$ cat config.mk
export PLATFORM = sky130hd
export DESIGN_NAME = noc_axi4_bridge_wr_sched_flat
export DESIGN_NICKNAME = d
export VERILOG_FILES = /design/src/rtl/noc_axi4_bridge_wr_sched_if.sv /design/src/rtl/noc_axi4_bridge_wr_sched.sv /design/src/flat_wrapper.sv
export SDC_FILE = /design/constraint.sdc
export NUM_CORES = 1
export LEC_CHECK = 0
export ABC_AREA = 1
export CAP_MARGIN = 20
export CORE_AREA = 2 2 174 176
export CTS_CLUSTER_SIZE = 14
export DETAILED_ROUTE_END_ITERATION = 12
export DIE_AREA = 0 0 176 178
export GPL_TIMING_DRIVEN = 0
export HOLD_SLACK_MARGIN = 0.06
export PLACE_DENSITY_LB_ADDON = 0.25
export SYNTH_ARGS = -nofsm -noshare
export SYNTH_HDL_FRONTEND = slang
export SYNTH_SLANG_ARGS = --single-unit
$ cat constraint.sdc
create_clock -name clk -period 3.5 [get_ports clk]
set_input_delay 0.7 -clock clk [delete_from_list [all_inputs] [get_ports clk]]
set_output_delay 0.7 -clock clk [all_outputs]
set_load 0.01 [all_outputs]
$ cat src/rtl/noc_axi4_bridge_wr_sched_if.sv
// Bus bundle between the NoC requesters, the write scheduler and the write engine.
// The master modport is the scheduler's view; the slave modport is the surrounding logic.
`ifndef AXI4_ADDR_WIDTH
`define AXI4_ADDR_WIDTH 32
`endif
`ifndef MSG_DATA_SIZE_WIDTH
`define MSG_DATA_SIZE_WIDTH 3
`endif
`ifndef AXI4_ID_WIDTH
`define AXI4_ID_WIDTH 8
`endif
`ifndef AXI4_DATA_WIDTH
`define AXI4_DATA_WIDTH 32
`endif
`ifndef AXI4_STRB_WIDTH
`define AXI4_STRB_WIDTH 4
`endif

interface noc_axi4_bridge_wr_sched_if #(
  parameter int NUM_REQ = 4
);
  logic [NUM_REQ-1:0]                        in_val;
  logic [NUM_REQ*`AXI4_ADDR_WIDTH-1:0]       in_addr;
  logic [NUM_REQ*`MSG_DATA_SIZE_WIDTH-1:0]   in_size_log;
  logic [NUM_REQ*`AXI4_ID_WIDTH-1:0]         in_id;
  logic [NUM_REQ*`AXI4_DATA_WIDTH-1:0]       in_data;
  logic [NUM_REQ*`AXI4_STRB_WIDTH-1:0]       in_strb;
  logic [NUM_REQ-1:0]                        in_rdy;
  logic [NUM_REQ-1:0]                        out_resp_val;
  logic [`AXI4_ID_WIDTH-1:0]                 out_resp_id;
  logic [NUM_REQ-1:0]                        out_resp_rdy;
  logic                                      req_val;
  logic [`AXI4_ADDR_WIDTH-1:0]               req_addr;
  logic [`MSG_DATA_SIZE_WIDTH-1:0]           req_size_log;
  logic [`AXI4_ID_WIDTH-1:0]                 req_id;
  logic [`AXI4_DATA_WIDTH-1:0]               req_data;
  logic [`AXI4_STRB_WIDTH-1:0]               req_strb;
  logic                                      req_rdy;
  logic                                      resp_val;
  logic [`AXI4_ID_WIDTH-1:0]                 resp_id;
  logic                                      resp_rdy;

  modport master (
    input  in_val, in_addr, in_size_log, in_id, in_data, in_strb, out_resp_rdy,
           req_rdy, resp_val, resp_id,
    output in_rdy, out_resp_val, out_resp_id, req_val, req_addr, req_size_log,
           req_id, req_data, req_strb, resp_rdy
  );

  modport slave (
    output in_val, in_addr, in_size_log, in_id, in_data, in_strb, out_resp_rdy,
           req_rdy, resp_val, resp_id,
    input  in_rdy, out_resp_val, out_resp_id, req_val, req_addr, req_size_log,
           req_id, req_data, req_strb, resp_rdy
  );
endinterface

$ cat src/rtl/noc_axi4_bridge_wr_sched.sv
// Round-robin write scheduler: accept-to-req_val 1 cycle, in_rdy low while issuing or out of credit, B routing combinational.
// Watchdog (sticky timeout_err) is built only with NOC_AXI4_BRIDGE_WR_SCHED_TIMEOUT_EN defined.
`ifndef AXI4_ADDR_WIDTH
`define AXI4_ADDR_WIDTH 32
`endif
`ifndef MSG_DATA_SIZE_WIDTH
`define MSG_DATA_SIZE_WIDTH 3
`endif
`ifndef AXI4_ID_WIDTH
`define AXI4_ID_WIDTH 8
`endif
`ifndef AXI4_DATA_WIDTH
`define AXI4_DATA_WIDTH 32
`endif
`ifndef AXI4_STRB_WIDTH
`define AXI4_STRB_WIDTH 4
`endif

module noc_axi4_bridge_wr_sched #(
  parameter int NUM_REQ         = 4,
  parameter int MAX_OUTSTANDING = 8,
  parameter int TIMEOUT_CYCLES  = 1023
) (
  input  logic                       clk,
  input  logic                       rst_n,
  noc_axi4_bridge_wr_sched_if.master bus,
  output logic [7:0]                 outstanding,
  output logic                       timeout_err
);
  localparam int IDX_W = $clog2(NUM_REQ);
  localparam int AW    = `AXI4_ADDR_WIDTH;
  localparam int SW    = `MSG_DATA_SIZE_WIDTH;
  localparam int IW    = `AXI4_ID_WIDTH;
  localparam int DW    = `AXI4_DATA_WIDTH;
  localparam int BW    = `AXI4_STRB_WIDTH;

  localparam logic [0:0] S_IDLE  = 1'b0;
  localparam logic [0:0] S_ISSUE = 1'b1;

  logic [0:0]       state;
  logic [IDX_W-1:0] rr_ptr;
  logic [IDX_W-1:0] win;
  logic [IDX_W:0]   cand;
  logic             found;
  logic             credit;
  logic             accept;
  logic [IDX_W-1:0] k;
  logic             k_valid;
  logic             resp_hs;
  logic             dec;

  assign credit = (outstanding < 8'(MAX_OUTSTANDING));

  // Scan from rr_ptr upward, wrapping, so the last winner has lowest priority.
  always_comb begin
    win   = '0;
    found = 1'b0;
    cand  = '0;
    for (int i = 0; i < NUM_REQ; i++) begin
      cand = {1'b0, rr_ptr} + (IDX_W+1)'(i);
      if (cand >= (IDX_W+1)'(NUM_REQ)) cand = cand - (IDX_W+1)'(NUM_REQ);
      if (!found && bus.in_val[cand[IDX_W-1:0]]) begin
        win   = cand[IDX_W-1:0];
        found = 1'b1;
      end
    end
  end

  assign accept = (state == S_IDLE) && credit && found;

  always_comb begin
    bus.in_rdy = '0;
    if (accept) bus.in_rdy[win] = 1'b1;
  end

  assign bus.req_val = (state == S_ISSUE);

  // Low ID bits carry the requester index; indices past NUM_REQ are sunk so the credit still returns.
  assign k       = bus.resp_id[IDX_W-1:0];
  assign k_valid = (int'(k) < NUM_REQ);

  always_comb begin
    bus.out_resp_val = '0;
    bus.resp_rdy     = 1'b1;
    if (k_valid) begin
      bus.out_resp_val[k] = bus.resp_val;
      bus.resp_rdy        = bus.out_resp_rdy[k];
    end
  end

  assign bus.out_resp_id = bus.resp_id >> IDX_W;
  assign resp_hs         = bus.resp_val & bus.resp_rdy;
  assign dec             = resp_hs && (outstanding != 8'd0);

  always_ff @(posedge clk or negedge rst_n) begin
    if (!rst_n) begin
      state            <= S_IDLE;
      rr_ptr           <= '0;
      outstanding      <= '0;
      bus.req_addr     <= '0;
      bus.req_size_log <= '0;
      bus.req_id       <= '0;
      bus.req_data     <= '0;
      bus.req_strb     <= '0;
    end else begin
      if (accept) begin
        state            <= S_ISSUE;
        rr_ptr           <= (win == IDX_W'(NUM_REQ - 1)) ? '0 : win + IDX_W'(1);
        bus.req_addr     <= bus.in_addr[win*AW +: AW];
        bus.req_size_log <= bus.in_size_log[win*SW +: SW];
        bus.req_id       <= {bus.in_id[win*IW +: (IW-IDX_W)], win};
        bus.req_data     <= bus.in_data[win*DW +: DW];
        bus.req_strb     <= bus.in_strb[win*BW +: BW];
      end else if (state == S_ISSUE && bus.req_rdy) begin
        state <= S_IDLE;
      end
      if (accept && !dec) begin
        outstanding <= outstanding + 8'd1;
      end else if (!accept && dec) begin
        outstanding <= outstanding - 8'd1;
      end
    end
  end

`ifdef NOC_AXI4_BRIDGE_WR_SCHED_TIMEOUT_EN
  logic [15:0] wd_cnt;

  always_ff @(posedge clk or negedge rst_n) begin
    if (!rst_n) begin
      wd_cnt      <= '0;
      timeout_err <= 1'b0;
    end else begin
      if (resp_hs || outstanding == 8'd0) begin
        wd_cnt <= '0;
      end else if (wd_cnt != 16'hFFFF) begin
        wd_cnt <= wd_cnt + 16'd1;
      end
      if (outstanding != 8'd0 && wd_cnt == 16'(TIMEOUT_CYCLES)) timeout_err <= 1'b1;
    end
  end
`else
  assign timeout_err = 1'b0;
`endif

endmodule

$ cat src/flat_wrapper.sv
// flat-port wrapper written by rule: the top's interface ports become plain ports
module noc_axi4_bridge_wr_sched_flat 
#(
  parameter int NUM_REQ         = 4,
  parameter int MAX_OUTSTANDING = 8,
  parameter int TIMEOUT_CYCLES  = 1023
)
  (clk, rst_n, outstanding, timeout_err, bus_in_val, bus_in_addr, bus_in_size_log, bus_in_id, bus_in_data, bus_in_strb, bus_out_resp_rdy, bus_req_rdy, bus_resp_val, bus_resp_id, bus_in_rdy, bus_out_resp_val, bus_out_resp_id, bus_req_val, bus_req_addr, bus_req_size_log, bus_req_id, bus_req_data, bus_req_strb, bus_resp_rdy);
  noc_axi4_bridge_wr_sched_if #(.NUM_REQ(NUM_REQ)) bus_i ();
  input  logic clk;
  input  logic rst_n;
  output logic [7:0] outstanding;
  output logic timeout_err;
  input wire logic [$bits(bus_i.in_val)-1:0] bus_in_val;
  input wire logic [$bits(bus_i.in_addr)-1:0] bus_in_addr;
  input wire logic [$bits(bus_i.in_size_log)-1:0] bus_in_size_log;
  input wire logic [$bits(bus_i.in_id)-1:0] bus_in_id;
  input wire logic [$bits(bus_i.in_data)-1:0] bus_in_data;
  input wire logic [$bits(bus_i.in_strb)-1:0] bus_in_strb;
  input wire logic [$bits(bus_i.out_resp_rdy)-1:0] bus_out_resp_rdy;
  input wire logic [$bits(bus_i.req_rdy)-1:0] bus_req_rdy;
  input wire logic [$bits(bus_i.resp_val)-1:0] bus_resp_val;
  input wire logic [$bits(bus_i.resp_id)-1:0] bus_resp_id;
  output wire logic [$bits(bus_i.in_rdy)-1:0] bus_in_rdy;
  output wire logic [$bits(bus_i.out_resp_val)-1:0] bus_out_resp_val;
  output wire logic [$bits(bus_i.out_resp_id)-1:0] bus_out_resp_id;
  output wire logic [$bits(bus_i.req_val)-1:0] bus_req_val;
  output wire logic [$bits(bus_i.req_addr)-1:0] bus_req_addr;
  output wire logic [$bits(bus_i.req_size_log)-1:0] bus_req_size_log;
  output wire logic [$bits(bus_i.req_id)-1:0] bus_req_id;
  output wire logic [$bits(bus_i.req_data)-1:0] bus_req_data;
  output wire logic [$bits(bus_i.req_strb)-1:0] bus_req_strb;
  output wire logic [$bits(bus_i.resp_rdy)-1:0] bus_resp_rdy;
  assign bus_i.in_val = bus_in_val;
  assign bus_i.in_addr = bus_in_addr;
  assign bus_i.in_size_log = bus_in_size_log;
  assign bus_i.in_id = bus_in_id;
  assign bus_i.in_data = bus_in_data;
  assign bus_i.in_strb = bus_in_strb;
  assign bus_i.out_resp_rdy = bus_out_resp_rdy;
  assign bus_i.req_rdy = bus_req_rdy;
  assign bus_i.resp_val = bus_resp_val;
  assign bus_i.resp_id = bus_resp_id;
  assign bus_in_rdy = bus_i.in_rdy;
  assign bus_out_resp_val = bus_i.out_resp_val;
  assign bus_out_resp_id = bus_i.out_resp_id;
  assign bus_req_val = bus_i.req_val;
  assign bus_req_addr = bus_i.req_addr;
  assign bus_req_size_log = bus_i.req_size_log;
  assign bus_req_id = bus_i.req_id;
  assign bus_req_data = bus_i.req_data;
  assign bus_req_strb = bus_i.req_strb;
  assign bus_resp_rdy = bus_i.resp_rdy;
  noc_axi4_bridge_wr_sched #(.NUM_REQ(NUM_REQ), .MAX_OUTSTANDING(MAX_OUTSTANDING), .TIMEOUT_CYCLES(TIMEOUT_CYCLES)) u_core (.clk(clk), .rst_n(rst_n), .bus(bus_i), .outstanding(outstanding), .timeout_err(timeout_err));
endmodule
# Word level (Yosys, flattened, before mapping)
# Index checks and enable logic that the tools add are counted.
# W data, S select, Z words.
[classes] reduce_logical=19 multipliers=1 n_eq_ne=1 n_lt_le_gt_ge=13 div=0 n_mux=32 n_shift=5 n_bitwise=3 n_addsub=10
[ops] op="$shiftx A128 B8 Y32" count=2
[ops] op="$shiftx A32 B6 Y6" count=1
[ops] op="$lt A2 B3 Y1 const B" count=6
[ops] op="$mux W2" count=9
[ops] op="$mux W8" count=2
[ops] op="$shiftx A16 B5 Y4" count=1
[ops] op="$mux W1" count=13
[ops] op="$shiftx A12 B5 Y3" count=1
[ops] op="$logic_and A1 B1 Y1" count=11
[ops] op="$bmux W1 S2" count=5
[ops] op="$ge A3 B3 Y1 const B" count=3
[ops] op="$add A8 B1 Y8 const B" count=1
[ops] op="$lt A8 B4 Y1 const B" count=1
[ops] op="$reduce_bool A8 Y1" count=1
[ops] op="$sub A2 B1 Y2 const B" count=4
[ops] op="$sub A8 B1 Y8 const B" count=1
[ops] op="$add A2 B2 Y3 const B" count=2
[ops] op="$logic_not A1 Y1" count=5
[ops] op="$and A4 B4 Y4" count=1
[ops] op="$demux W1 S2" count=2
[ops] op="$ge A2 B1 Y1 const B" count=2
[ops] op="$mul A2 B2 Y4 const B" count=1
[ops] op="$mux W4" count=1
[ops] op="$reduce_bool A2 Y1" count=2
[ops] op="6 further kinds" count=6
[totals] memories=0 mem_bits_ro=0 latch_bits=0 register_bits=90 elab_cells=92 ramBits=0

# Logic depth before layout (Yosys ltp)
# Gate-level depths: netlist of the first run.
[depth] ltp_word=19 ltp_mapped=26

# Worst setup path after synthesis of the first run
# Ideal clock, no wire load.
[synth_path] path_type="input to register" start="in bus_in_val[1]" end="reg u_core.outstanding[7]" required_ns=3.384 path_stages=24 n_path_buf=3 arrival_ns=3.384 slack_ns=0.000 cell_sequence="inv_1 -> nand2_1 -> nand3_1 -> nand2_1 -> nor2_4 -> nand3_1 -> buf_4 -> nand3_4 -> inv_4 -> buf_4 -> buf_6 -> ha_1 -> inv_1 -> ha_1 -> a21oi_1 -> nand2_1 -> a21oi_1 -> nor2_1 -> o21ai_0 -> nand2_1 -> nand2_1 -> nand2_1 -> nand2_1 -> nand2_1"
[synth_via] elab_chain_cells=16
[synth_rtl] element="from (decl)" line_no="flat_wrapper.sv:14" rtl="input wire logic [$bits(bus_i.in_val)-1:0] bus_in_val;"
[synth_rtl] element="$bmux W1 S2" line_no="noc_axi4_bridge_wr_sched.sv:62" rtl="if (!found && bus.in_val[cand[IDX_W-1:0]]) begin"
[synth_rtl] element="$mux W1 (not written as such)" line_no="noc_axi4_bridge_wr_sched.sv:62"
[synth_rtl] element="$mux W1" line_no="noc_axi4_bridge_wr_sched.sv:62"
[synth_rtl] element="$logic_not A1 Y1" line_no="noc_axi4_bridge_wr_sched.sv:62"
[synth_rtl] element="$logic_and A1 B1 Y1" line_no="noc_axi4_bridge_wr_sched.sv:62"
[synth_rtl] element="$mux W1" line_no="noc_axi4_bridge_wr_sched.sv:62"
[synth_rtl] element="$logic_not A1 Y1" line_no="noc_axi4_bridge_wr_sched.sv:62"
[synth_rtl] element="$logic_and A1 B1 Y1" line_no="noc_axi4_bridge_wr_sched.sv:62"
[synth_rtl] element="$mux W1" line_no="noc_axi4_bridge_wr_sched.sv:62"
[synth_rtl] element="$logic_not A1 Y1" line_no="noc_axi4_bridge_wr_sched.sv:62"
[synth_rtl] element="$logic_and A1 B1 Y1" line_no="noc_axi4_bridge_wr_sched.sv:62"
[synth_rtl] element="$mux W1 (*)" line_no="noc_axi4_bridge_wr_sched.sv:62"
[synth_rtl] element="$logic_and A1 B1 Y1 (*)" line_no="noc_axi4_bridge_wr_sched.sv:69" rtl="assign accept = (state == S_IDLE) && credit && found;"
[synth_rtl] element="net u_core.accept" line_no="noc_axi4_bridge_wr_sched.sv:46" rtl="logic accept;"
[synth_rtl] element="$logic_not A1 Y1" line_no="noc_axi4_bridge_wr_sched.sv:119" rtl="end else if (!accept && dec) begin"
[synth_rtl] element="$logic_and A1 B1 Y1" line_no="noc_axi4_bridge_wr_sched.sv:119"
[synth_rtl] element="$reduce_bool A2 Y1 (no source line)"
[synth_rtl] element="to (signal assigned)" line_no="noc_axi4_bridge_wr_sched.sv:118" rtl="outstanding <= outstanding + 8'd1;"
[synth_rtl] element="to (signal assigned)" line_no="noc_axi4_bridge_wr_sched.sv:120" rtl="outstanding <= outstanding - 8'd1;"
[synth_rtl] element="to (decl)" line_no="noc_axi4_bridge_wr_sched.sv:27" rtl="output logic [7:0] outstanding,"
# Mark *: on every way through the listed nets, which the timed path passes. The rest lies on a longest branch. The select of a mux whose other input is x is not followed.
# A chain may end at the register's enable or synchronous reset.

# Worst setup path after layout of the first run
[layout_path] start="in bus_in_val[3]" end="out bus_in_rdy[2]"
[layout_via] elab_chain_cells=17
[layout_rtl] element="$bmux W1 S2" line_no="noc_axi4_bridge_wr_sched.sv:62"
[layout_rtl] element="$mux W1 (not written as such)" line_no="noc_axi4_bridge_wr_sched.sv:62"
[layout_rtl] element="$mux W1" line_no="noc_axi4_bridge_wr_sched.sv:62"
[layout_rtl] element="$logic_not A1 Y1" line_no="noc_axi4_bridge_wr_sched.sv:62"
[layout_rtl] element="$logic_and A1 B1 Y1" line_no="noc_axi4_bridge_wr_sched.sv:62"
[layout_rtl] element="$mux W1" line_no="noc_axi4_bridge_wr_sched.sv:62"
[layout_rtl] element="$logic_not A1 Y1" line_no="noc_axi4_bridge_wr_sched.sv:62"
[layout_rtl] element="$logic_and A1 B1 Y1" line_no="noc_axi4_bridge_wr_sched.sv:62"
[layout_rtl] element="$mux W1" line_no="noc_axi4_bridge_wr_sched.sv:62"
[layout_rtl] element="$logic_not A1 Y1" line_no="noc_axi4_bridge_wr_sched.sv:62"
[layout_rtl] element="$logic_and A1 B1 Y1" line_no="noc_axi4_bridge_wr_sched.sv:62"
[layout_rtl] element="$mux W2" line_no="noc_axi4_bridge_wr_sched.sv:62"
[layout_rtl] element="$lt A2 B3 Y1 (not written as such) / $ge A2 B1 Y1 (equally long branches)" line_no="noc_axi4_bridge_wr_sched.sv:73" rtl="if (accept) bus.in_rdy[win] = 1'b1;"
[layout_rtl] element="$logic_and A1 B1 Y1 (not written as such)" line_no="noc_axi4_bridge_wr_sched.sv:73"
[layout_rtl] element="$mux W1 (not written as such)" line_no="noc_axi4_bridge_wr_sched.sv:73"
[layout_rtl] element="$demux W1 S2"
[layout_rtl] element="$mux W4 (*)" line_no="noc_axi4_bridge_wr_sched.sv:73"
[layout_rtl] element="to (decl)" line_no="flat_wrapper.sv:24" rtl="output wire logic [$bits(bus_i.in_rdy)-1:0] bus_in_rdy;"
# Mark *: on every way between the ends. The rest lies on a longest branch, timed or not. The select of a mux whose other input is x is not followed.

==> results.json, run 1 <==
{
  "yosysSeqAreaShare": 0.297,
  "critPathRequiredTime_ns": 2.80,
  "wl_per_cell_um": 16.8,
  "critPathMaxFanout": 16,
  "cp.arrival_ns": 2.64,
  "grt_pass1_vias": 8909,
  "portBuffers": 424,
  "setup_viol": 0,
  "globalRouteTotalUtil": 0.218,
  "dieArea_sq_um": 31300,
  "min_path_type": "in -> async",
  "final_common_cell": "nand2_1",
  "power.internal_mw": 5.62,
  "crit_buf_inv": 5,
  "drive_gt1_frac": 0.0681,
  "gp_congestion": 0.859,
  "power_density_nw_per_um2": 919,
  "dp.cells": 2103,
  "slowest_stage": "clkdlybuf4s50_1",
  "status": "complete, no violations",
  "period_needed_ns": 3.34,
  "nets": 2078,
  "p_sw_mw": 6.21,
  "initial_core_util": 0.258,
  "hold_viol": 0,
  "cts_sinks": 90,
  "end_kind": "primary output",
  "start_kind": "input port",
  "grt_pass1_wl_mm": 51.8,
  "netlist_instances": 1286,
  "antenna_found_initial": 2,
  "fp-row-count": 63,
  "globalRouteOverflowTotal": 0,
  "ys_ff_latch": 90,
  "synthArstFlopShare": 1.00,
  "coreArea_sq_um": 29400,
  "yosysUniqueCellTypes": 34,
  "utilization": 0.438,
  "clkTransAtPathRegs_ns": 0.08,
  "max_clock_freq_ghz": 0.299,
  "seq_power_share": 0.157,
  "rsz0062_at_grt": "true",
  "ant_nets": 0,
  "hold_ws_ns": 0.335,
  "fin_crit_sh": 0.955,
  "avgSynthCellArea_sq_um": 5.90,
  "p_leak_nw": 6.47,
  "die_width_um": 176,
  "cts_root_buffer": "clkbuf_16",
  "synth-edff-count": 0,
  "path_cells": "clkdlybuf4s50_1, inv_1, nand2_1, nand3_1, nand2_2, nor2_4, nand3_1, nand2_4, clkinv_8, ha_1, inv_1, nor2_1, clkdlybuf4s15_2",
  "slew_headroom": 0.466,
  "vias": 9505,
  "final_cell_area_sq_um": 12900,
  "final_cell_mix": "nand2_1, clkdlybuf4s50_1, inv_1, nor2_1, nand4_1",
  "dieHeight_um": 178,
  "swShare": 0.525,
  "ys.flop_type": "dfrtp_1",
  "crit_type": "in -> out",
  "clock_skew_ns": 0.0166,
  "drt-initial-drc-count": 479,
  "clkPwrFrac": 0.091,
  "hold_buffers": 0,
  "drv_slew": 0,
  "slowest_delay_ns": 0.42,
  "grt_max_degree": 53,
  "io_pins": 442,
  "cts_max_path_buffers": 2,
  "cts_tree": "built",
  "drv_cap": 0,
  "dr.pass1.iters": 5,
  "dpl.hpwl_mm": 28.1,
  "cts_buffers": 9,
  "remaining_drc_errors": 0,
  "clkLatencyLatePin_ns": 0.35,
  "via_per_inst": 4.47,
  "h-tree-depth": 3,
  "crit_family": "buffers and inverters",
  "irDropWorstVdd_v": 0.000415,
  "syn_area_sq_um": 7590,
  "routed_wl_mm": 35.7,
  "tightest_slew_ns": 0.794,
  "syn_to_final_growth_pct": 69.5,
  "total_power_mw": 11.8,
  "stdcell_count": 2126,
  "yosys_warnings": 0,
  "combPwrFrac": 0.752,
  "dpl_cell_area_sq_um": 12400
}
worst reg2reg max path: cells and delay by family (launching register included):
kind	cells	cell delay (ns)
AO/OA/AOI/OAI	2	0.31
buffers and inverters	7	0.76
flip-flops	1	0.36
adder cells (fa/ha/maj)	2	0.41
AND/OR/NAND/NOR	13	1.08
synthesized netlist by cell type, types with 4 or more instances:
library cell / number / share of area
nand2_1: 582 / 0.29
buf_4: 19 / 0.019
nand2_2: 4 / 0.0033
nand4_1: 100 / 0.082
o21ai_0: 9 / 0.0059
inv_1: 134 / 0.066
a21oi_1: 6 / 0.0040
clkbuf_1: 29 / 0.014
nor3_1: 5 / 0.0033
or2_1: 42 / 0.035
buf_6: 6 / 0.0089
buf_2: 33 / 0.022
nor2_1: 119 / 0.059
dfrtp_1: 90 / 0.30
or2_0: 11 / 0.0091
nand3_1: 61 / 0.040
inv_2: 4 / 0.0020
ha_1: 11 / 0.018
final cells by class:
class | count | area [sq um]
plain buffers | 84 | 497
repair buffers | 436 | 4340
clock buffers | 11 | 233
inverters | 140 | 556
diodes | 2 | 5.00
well taps | 390 | 488
flip-flops and latches | 90 | 2250
multi-input cells | 969 | 4420
clock inverters | 4 | 77.6
fillers | 3089 | 16500
power by group through the flow:
stage / sequential (mW) / combinational, mW / clock [mW]
after floorplan: 2.06 / 4.91 / 0
after global placement: 1.84 / 8.60 / 0
after detailed placement: 1.86 / 8.64 / 0
after CTS: 1.85 / 8.90 / 1.11
after global routing: 1.92 / 9.90 / 1.14
final: 1.85 / 8.90 / 1.08
metrics by stage:
stage	setup TNS [ns]	setup WS, ns
2_1_floorplan	0	0.0641
3_3_place_gp	-209.17	-2.23
3_5_place_dp	-10.03	-1.19
4_1_cts	-0.0178	-0.0178
5_1_grt	-0.0122	-0.0122
6_report	0	0.158
worst paths after layout:
path	end	from	slack (ns)	depth (start not counted)
setup / recovery	bus_in_rdy[2]	bus_in_val[3]	0.16	13
max in group asynchronous	u_core.outstanding[4]	rst_n	2.43	2
hold reg to reg	u_core.bus.req_id[1]	u_core.bus.req_id[1]	0.49	2
hold / removal	u_core.bus.req_addr[20]	rst_n	0.33	1
setup reg to reg	u_core.outstanding[7]	u_core.rr_ptr[0]	0.47	24
min in group clk	u_core.bus.req_id[1]	u_core.bus.req_id[1]	0.49	2
logic make-up (layout without fill, tap and decap cells):
group	Yosys count	count (layout)	share of synthesized area
adder cells (fa/ha/maj)	12	12	0.0208
XOR/XNOR	3	3	0.00346
other	1	5	0.000494
flip-flops	90	90	0.297
AND/OR/NAND/NOR	933	933	0.531
AO/OA/AOI/OAI	18	18	0.0125
buffers and inverters	229	675	0.135
state kept, by name, indices dropped and copies added, names as in the netlist:
name / cells
u_core.bus.req_strb: 4
u_core.rr_ptr: 2
u_core.bus.req_data: 32
u_core.bus.req_addr: 32
u_core.outstanding: 8
u_core.bus.req_val: 1
u_core.bus.req_id: 8
u_core.bus.req_size_log: 3
layer usage:
layer  part of all wire  track usage  routed length [um]
met2               0.50        0.390               17900
met4              0.028       0.0747                 995
met5                  0            0                   0
met1               0.42        0.266               14800
met3              0.057       0.0345                2020
timing repair:
action / 4_1_cts / 5_1_grt
resized for setup: 33 / 19
setup endpoints to repair: 11 / 7
pin swaps: 3 / 2
setup buffers: 9 / 2
gates cloned: 0 / 0
Power figures use the tool's default switching activity.
==> run 2: changes to the inputs <==
==> constraint.sdc (replaced) <==
create_clock -name clk -period 3.5 [get_ports clk]
set_input_delay 0.7 -clock clk [delete_from_list [all_inputs] [get_ports clk]]
set_output_delay 0.7 -clock clk [all_outputs]
set_load 0.005 [all_outputs]
==> run 2 against run 1 <==
- clock power is essentially flat
- core utilization grew 0.064 points
- critical path depth grew 3
- setup slack gained 0.0049 ns
- global-route usage shrank 0.073 points
- combinational power shrank 1%
- sequential power is essentially flat
- maximum frequency grew 0.15%
- sequential cell count is the same
- sequential share of layout area is essentially flat
- die area is the same
- non-clock buffer count grew 1
==> results.json, run 2 (synthesis results as in run 1) <==
{
  "status": "complete, no violations",
  "via_per_inst": 4.46,
  "clock_skew_ns": 0.0161,
  "hold_ws_ns": 0.335,
  "grt_pass1_vias": 8894,
  "fill_cells": 3089,
  "reg_top3": "u_core.bus.req_addr x32, u_core.bus.req_data x32",
  "drt-initial-drc-count": 471,
  "clkLatencyLatePin_ns": 0.35,
  "crit_type": "in -> out",
  "busiest_layer": "met2",
  "rsz0062_at_grt": "false",
  "hold_viol": 0,
  "r2r_start": "u_core.rr_ptr[0]",
  "nets": 2079,
  "dieArea_sq_um": 31300,
  "cts_max_path_buffers": 2,
  "tightest_slew_ns": 0.801,
  "vias": 9493,
  "fp-row-count": 63,
  "drv_slew": 0,
  "io_pins": 442,
  "period_needed_ns": 3.34,
  "met3_usage": 0.0347,
  "portBuffers": 424,
  "dpl.hpwl_mm": 28.1,
  "clkTransAtPathRegs_ns": 0.08,
  "initial_core_util": 0.258,
  "start_kind": "input port",
  "stdcell_count": 2127,
  "dpl_cell_area_sq_um": 12400,
  "critPathMaxFanout": 11,
  "power.internal_mw": 5.70,
  "p_sw_mw": 6.02,
  "grt_max_degree": 53,
  "ant_nets": 0,
  "cts_tree": "built",
  "grt_use_met2": 0.388,
  "setup_viol": 0,
  "h-tree-depth": 3,
  "critPathRequiredTime_ns": 2.80,
  "slew_headroom": 0.461,
  "clkPwrFrac": 0.092,
  "place_ws_ns": -1.19,
  "coreArea_sq_um": 29400,
  "final_cell_mix": "nand2_1, clkdlybuf4s50_1, inv_1, nor2_1, nand4_1",
  "min_path_type": "in -> async",
  "drv_cap": 0,
  "max_clock_freq_ghz": 0.300,
  "final_cell_area_sq_um": 12900,
  "reg2reg_depth": 24,
  "setup_ws_ns": 0.162,
  "wl_per_cell_um": 16.8,
  "globalRouteOverflowTotal": 0,
  "remaining_drc_errors": 0,
  "final_common_cell": "nand2_1",
  "fin_crit_sh": 0.954,
  "dp.cells": 2103,
  "r2r-end": "u_core.outstanding[7]",
  "antenna_found_initial": 2,
  "r2r_slack_ns": 0.48,
  "cts_root_buffer": "clkbuf_16",
  "cts_buffers": 9,
  "irDropWorstVdd_v": 0.000289,
  "cts_sinks": 90,
  "combPwrFrac": 0.749,
  "drive_gt1_frac": 0.0680,
  "cp.arrival_ns": 2.64,
  "globalRouteTotalUtil": 0.217,
  "die_width_um": 176,
  "seq_power_share": 0.158,
  "gp_congestion": 0.859,
  "routed_wl_mm": 35.7,
  "dr.pass1.iters": 5,
  "end_kind": "primary output",
  "swShare": 0.514,
  "p_leak_nw": 6.48,
  "syn_to_final_growth_pct": 69.7,
  "grt_pass1_wl_mm": 51.6,
  "dieHeight_um": 178,
  "grt_util_met1": 0.265,
  "power_density_nw_per_um2": 909
}
run 2: cell types whose count changed in the layout (fill, tap and decap cells not counted):
cell	change
clkdlybuf4s15_2	-2
a21oi_1	+1
a21oi_2	-1
buf_8	+1
clkbuf_2	+1
clkdlybuf4s15_1	+1
ha_1	-1
ha_4	+1
inv_2	-1
inv_4	+1
run 2: area by class of cell:
class / count / area [sq um] / share of cell area
multi-input cells: 969 / 4430 / 0.344
plain buffers: 85 / 512 / 0.0397
clock buffers: 11 / 233 / 0.0181
clock inverters: 4 / 77.6 / 0.00602
well taps: 390 / 488 / 0.0379
inverters: 140 / 558 / 0.0433
repair buffers: 436 / 4340 / 0.336
flip-flops and latches: 90 / 2250 / 0.175
diodes: 2 / 5.00 / 0.000388
run 2: worst max-delay path by stage:
stage	startpoint	endpoint	slack, ns
after CTS	bus_in_val[1]	u_core.outstanding[7]	0.0006
after global placement	rst_n	u_core.bus.req_data[20]	-2.23
final	bus_in_val[3]	bus_in_rdy[0]	0.16
after detailed placement	bus_in_val[1]	u_core.outstanding[7]	-1.19
after global routing	bus_in_val[2]	u_core.outstanding[7]	0.01
after floorplan	bus_in_val[1]	u_core.outstanding[7]	0.06
run 2: metal layers:
layer | wire length, um | up-vias
li1 | - | 4844
met1 | 14900 | 4289
met2 | 17800 | 317
met3 | 2000 | 43
met4 | 977 | 0
met5 | 0 | -
run 2: worst max-delay path, cell delays in order:
cell and delay (ns):
clkdlybuf4s50_1 0.48, inv_1 0.06, nand2_1 0.06, nand2_1 0.08, nand2_1 0.08, nand2_1 0.05, nand2_2 0.09, nand2_2 0.07
nand2_4 0.08, nand3_4 0.11, buf_8 0.14, buf_8 0.13, ha_1 0.19, inv_1 0.05, nor2_1 0.04, clkdlybuf4s15_1 0.22
run 2: timing repair:
| action | CTS | global route |
|---|---|---|
| hold endpoints to repair | 0 | 0 |
| pin swaps | 4 | 5 |
| setup buffers | 4 | 7 |
| endpoints found under the setup margin | 11 | 7 |
| resized for setup | 36 | 17 |
| hold buffers | 0 | 0 |
run 2: stage by stage:
stage                      util  total power, mW  TNS [ns]
after floorplan               -             6.77         0
after global placement    0.419             10.2   -209.03
after detailed placement  0.420             10.3     -9.90
after CTS                 0.435             11.7         0
after global routing      0.438             12.9         0
final                     0.438             11.7         0
run 2: power by group through the flow:
stage | clock network (mW) | logic (mW) | registers (mW)
after global routing | 1.14 | 9.80 | 1.92
after detailed placement | 0 | 8.45 | 1.86
after floorplan | 0 | 4.90 | 1.87
final | 1.08 | 8.78 | 1.86
after global placement | 0 | 8.41 | 1.84
after CTS | 1.11 | 8.77 | 1.85
